--- src/rtl/seq_sig_pkg.sv ---
// rtl/seq_sig_pkg.sv - shared sequence constants, detector state type and phase helper
package seq_sig_pkg;

  localparam int SEQ_LEN = 12;
  localparam logic [SEQ_LEN-1:0] SEQ_PATTERN = 12'hD94;

  typedef enum logic [1:0] {
    HUNT,
    VERIFY,
    LOCKED
  } det_state_t;

  // Advance a bit index within one period, wrapping after the last bit
  function automatic logic [3:0] next_phase(input logic [3:0] p);
    return (p == 4'(SEQ_LEN - 1)) ? 4'd0 : p + 4'd1;
  endfunction

endpackage

--- src/rtl/seq_sat_counter.sv ---
// rtl/seq_sat_counter.sv - W-bit saturating event counter with async reset
module seq_sat_counter #(
  parameter int W = 16
) (
  input  logic         clk,
  input  logic         rst,
  input  logic         inc,
  output logic [W-1:0] count
);

  // Count events, sticking at all-ones instead of wrapping
  always_ff @(posedge clk or posedge rst) begin
    if (rst) begin
      count <= '0;
    end else if (inc && (count != {W{1'b1}})) begin
      count <= count + 1'b1;
    end
  end

endmodule

--- src/rtl/seq_pattern_detector.sv ---
// rtl/seq_pattern_detector.sv - 12-bit periodic sequence detector; SEQ_DET_BITERR_EN adds bit_err_cnt
module seq_pattern_detector
  import seq_sig_pkg::*;
#(
  parameter logic [SEQ_LEN-1:0] PATTERN    = SEQ_PATTERN,
  parameter int                 LOCK_CNT   = 2,
  parameter int                 UNLOCK_CNT = 3,
  parameter int                 CNT_W      = 16
) (
  input  logic             clk,
  input  logic             rst,
  input  logic             din,
  input  logic             din_valid,
  output logic             match,
  output logic             locked,
  output logic [3:0]       phase,
  output logic [CNT_W-1:0] period_cnt
`ifdef SEQ_DET_BITERR_EN
  ,
  output logic [CNT_W-1:0] bit_err_cnt
`endif
);

  localparam logic [3:0] LOCK_N   = 4'(LOCK_CNT);
  localparam logic [3:0] UNLOCK_N = 4'(UNLOCK_CNT);
  localparam logic [3:0] LAST_PH  = 4'(SEQ_LEN - 1);

  logic [SEQ_LEN-1:0] win;
  logic [SEQ_LEN-1:0] next_win;
  logic               win_hit;
  det_state_t         state;
  logic [3:0]         ph;
  logic [3:0]         ph_nxt;
  logic [3:0]         good;
  logic [3:0]         miss;
  logic               period_end;
  logic               period_inc;

  // Window as it will look once the current bit is shifted in
  assign next_win   = {din, win[SEQ_LEN-1:1]};
  assign win_hit    = (next_win == PATTERN);
  assign ph_nxt     = next_phase(ph);
  assign period_end = din_valid && (ph == LAST_PH);
  assign period_inc = period_end && (state == LOCKED) && win_hit;

  // Shift valid bits into the window and flag every full-pattern window
  always_ff @(posedge clk or posedge rst) begin
    if (rst) begin
      win   <= '0;
      match <= 1'b0;
    end else begin
      match <= din_valid && win_hit;
      if (din_valid) begin
        win <= next_win;
      end
    end
  end

  // Alignment FSM: hunt for the pattern, verify its period, then track it
  always_ff @(posedge clk or posedge rst) begin
    if (rst) begin
      state  <= HUNT;
      ph     <= 4'd0;
      good   <= 4'd0;
      miss   <= 4'd0;
      locked <= 1'b0;
      phase  <= 4'd0;
    end else if (din_valid) begin
      ph <= ph_nxt;
      case (state)
        HUNT: begin
          locked <= 1'b0;
          phase  <= 4'd0;
          if (win_hit) begin
            state <= VERIFY;
            ph    <= 4'd0;
            good  <= 4'd0;
          end
        end
        VERIFY: begin
          if (ph == LAST_PH) begin
            if (win_hit) begin
              if (good + 4'd1 == LOCK_N) begin
                state  <= LOCKED;
                miss   <= 4'd0;
                locked <= 1'b1;
                phase  <= ph_nxt;
              end else begin
                good <= good + 4'd1;
              end
            end else begin
              state <= HUNT;
            end
          end
        end
        LOCKED: begin
          phase <= ph_nxt;
          if (ph == LAST_PH) begin
            if (win_hit) begin
              miss <= 4'd0;
            end else if (miss + 4'd1 == UNLOCK_N) begin
              state  <= HUNT;
              ph     <= 4'd0;
              locked <= 1'b0;
              phase  <= 4'd0;
            end else begin
              miss <= miss + 4'd1;
            end
          end
        end
        default: begin
          state  <= HUNT;
          locked <= 1'b0;
          phase  <= 4'd0;
        end
      endcase
    end
  end

  seq_sat_counter #(.W(CNT_W)) u_period_cnt (
    .clk   (clk),
    .rst   (rst),
    .inc   (period_inc),
    .count (period_cnt)
  );

`ifdef SEQ_DET_BITERR_EN
  logic bit_err;
  assign bit_err = din_valid && (state == LOCKED) && (din != PATTERN[ph]);

  seq_sat_counter #(.W(CNT_W)) u_bit_err_cnt (
    .clk   (clk),
    .rst   (rst),
    .inc   (bit_err),
    .count (bit_err_cnt)
  );
`endif

endmodule
--- config.mk ---
export PLATFORM = sky130hd
export DESIGN_NAME = seq_pattern_detector
export DESIGN_NICKNAME = d
export VERILOG_FILES = /design/src/rtl/seq_sig_pkg.sv /design/src/rtl/seq_sat_counter.sv /design/src/rtl/seq_pattern_detector.sv
export SDC_FILE = /design/constraint.sdc
export NUM_CORES = 1
export LEC_CHECK = 0
export CAP_MARGIN = 20
export CELL_PAD_IN_SITES_DETAIL_PLACEMENT = 0
export CELL_PAD_IN_SITES_GLOBAL_PLACEMENT = 1
export CORE_ASPECT_RATIO = 2
export CORE_MARGIN = 2
export CORE_UTILIZATION = 30
export CTS_BUF_LIST = sky130_fd_sc_hd__clkbuf_2
export DETAILED_ROUTE_END_ITERATION = 10
export PLACE_DENSITY = 0.66
export SETUP_SLACK_MARGIN = 0.3
export SYNTH_ARGS = -nofsm -noshare
export SYNTH_HDL_FRONTEND = slang
export SYNTH_SLANG_ARGS = --single-unit
export TNS_END_PERCENT = 50
--- constraint.sdc ---
create_clock -name clk -period 2.46 [get_ports clk]
set_input_delay 0.246 -clock clk [delete_from_list [all_inputs] [get_ports clk]]
set_output_delay 0.246 -clock clk [all_outputs]
set_load 0.005 [all_outputs]
==> results.cfg <==
[run_status]
status = finished clean

[grt]
grt_max_degree = 48
antenna_found_initial = 1
grt_pass1_wl_um = 9687
grt_overflow = 0
grt_pass1_vias = 1972
grt_use_total = 0.1315

[routing]
vias = 1949
post-route-drc-count = 0
wl_um = 5764
firstDrtPassIters = 4
drt_iter0_drc = 43
viasPerCell = 5.129
antenna_left = 0
wl_per_cell_um = 15.17

[clock_tree]
cts.sinks = 47
clock_path_buffers = 2
cts_buffers = 5
clk_latency_ns = 0.45
cts-root-buf = clkbuf_2
cts_tree = built
clk_pin_slew_ns = 0.25
h-tree-depth = 2
cts_hold_buf = 0

[setup_path]
critPathArrivalTime_ns = 2.70
setup.worst_path.start_class = register
critPathMaxStageDelay_ns = 0.61
critPathTopFamily = simple AND/OR/NAND/NOR gates
criticalPathCategory = reg2reg
crit_required_ns = 2.81
path_max_fanout = 6
r2r.worst_path.cells = 5
crit_chain = or4b_4 > or4_4 > a311oi_4 > nand4_1 > xnor2_1
cp_num_cells = 5
cp-end-kind = register
crit_path_top_delay_cell = or4_4
worst-path-buf-inv = 0

[min_path]
holdCritPathClass = in2async

[job]
maxCapViolCount = 0

[power]
power.density_mw_per_mm2 = 604.3
power_leakage_nw = 1.332
vdd_drop_max_mv = 0.4646

[timing]
setup_viol = 0
slew_headroom = 0.6027
fin_crit_ns = 2.351
skew_ns = 0.01885
tightest_slew_ns = 0.5959
rsz0062_at_grt = yes
finalHoldViolCount = 0
fmax_ghz = 0.4253
fin_ws_ns = 0.1088
drv_slew = 0
post-route-period-util = 0.9558

[floorplan]
fp.dieH_um = 134.1
die_w_um = 69.03
die_area_mm2 = 0.009254
start_util = 0.3082
coreArea_mm2 = 0.008233
pin_count = 26
row_count = 47

[place]
gp_congestion = 0.7430
portBuffers = 25
placed_cell_area_mm2 = 0.002938
pre_cts_ws_ns = 0.06997
dp_hpwl_um = 4280

[cells_and_area]
drive_gt1_frac = 0.2100
final_nets = 293
seq_area_mm2 = 0.001176
multi_input_area_mm2 = 0.001363
fillCellCount = 868
final_area_mm2 = 0.003163
syn_to_final_growth_pct = 24.65

[logic_synthesis]
ys_seq_area_frac = 0.4635
synth_area_mm2 = 0.002537
ys_warn_count = 0
ys.flop_type = dfrtp_1
ys_async_sr_fraction = 1.000
syn_nets = 253
ys_seq_elements = 47
synth_edf_count = 0
synth.avg_cell_area_um2 = 10.57
syn_inst = 240
synth_cell_types = 51
==> per-stage QoR <==
stage | cells | power, mW | TNS, ns | hold WS [ns] | util
6_report | 380 | 1.912 | 0 | 0.2221 | 0.3842
5_1_grt | 380 | 2.043 | -0.01624 | 0.2400 | 0.3842
4_1_cts | 375 | 1.917 | 0 | 0.2186 | 0.3740
3_5_place_dp | 363 | 1.471 | 0 | 0.4699 | 0.3568
3_3_place_gp | 363 | 1.454 | 0 | 0.4637 | 0.3568
2_1_floorplan | 240 | 1.306 | 0 | 0.3977 | -
==> routing by layer <==
| layer | routed length, µm | part of all wire | track usage |
|---|---|---|---|
| met4 | 134 | 0.023 | 0.06536 |
| met5 | 0 | 0 | 0 |
| met2 | 3309 | 0.57 | 0.2484 |
| met1 | 2199 | 0.38 | 0.1405 |
| met3 | 121 | 0.021 | 0.01653 |
==> layout by cell type, fill, tap and decap left out, types with 4 or more instances in the layout <==
master,count
nand4_1,9
ha_1,8
clkbuf_2,5
nor3_1,4
nand2_1,19
nor2_1,4
xnor2_1,14
and3_1,7
o21ai_0,13
dfrtp_1,47
and4_1,4
nand3b_1,4
buf_4,15
inv_1,14
clkdlybuf4s50_1,25
mux2_2,12
nand3_1,7
==> final cells by class <==
cell class	count	area share
clock inverter	3	0.01384
multi-input combinational	170	0.4308
sequential	47	0.3718
clock buffer	5	0.007911
inverter	15	0.01780
antenna	1	0.0007911
timing repair buffer	41	0.1183
tap	98	0.03877
==> cells by family after synthesis <==
kind of cell,after synthesis,share of synthesized area
xor gates and xnor gates,16,0.05523
and+or+nand+nor,87,0.2086
DFF,47,0.4635
muxes,17,0.07396
adders and majority gates,9,0.04438
buffers and inverters,23,0.03747
AOI/OAI and AO/OA,41,0.1169
==> timing repair <==
action,CTS,global route
setup endpoints to repair,26,33
pin swaps,7,9
gates resized for setup,8,12
buffers inserted,4,4
==> report_power, final <==
part	leakage, nW	internal (mW)	switching [mW]
Combinational	0.696	0.262	0.209
Sequential	0.593	0.898	0.108
Clock	0.0429	0.172	0.262
Total	1.33	1.33	0.580
==> Yosys cell counts (5+ instances only) <==
cell type / n / area (µm²)
nand2_1: 20 / 75.07
inv_1: 15 / 56.30
nand4_1: 9 / 56.30
dfrtp_1: 47 / 1176
xnor2_1: 14 / 122.6
nor2_1: 6 / 22.52
clkbuf_1: 5 / 18.77
ha_1: 9 / 112.6
nand3_1: 10 / 50.05
and3_1: 7 / 43.79
mux2_2: 12 / 135.1
o21ai_0: 14 / 70.07
nor4_1: 6 / 37.54
==> final timing paths <==
kind / startpoint / endpoint / slack [ns]
setup / recovery: win[1] / u_period_cnt.count[6] / 0.11
hold / removal: rst / miss[1] / 0.22
setup reg to reg: win[1] / u_period_cnt.count[6] / 0.11
hold reg to reg: phase[0] / phase[0] / 0.51
max in group asynchronous: rst / state[0] / 1.84
min in group clk: din / win[11] / 0.43
==> state kept, by name, indices dropped and copies added, names as in the netlist <==
name and cells:
phase 4, ph 4, u_period_cnt.count 16, win 11
locked 1, state 2, good 4, match 1
miss 4
==> worst reg2reg max path, stage by stage, from the launching register on <==
cell,delay (ns)
dfrtp_1,0.43
or4b_4,0.57
or4_4,0.61
a311oi_4,0.35
nand4_1,0.16
xnor2_1,0.15
No activity file was read; power rests on OpenSTA's default activity.
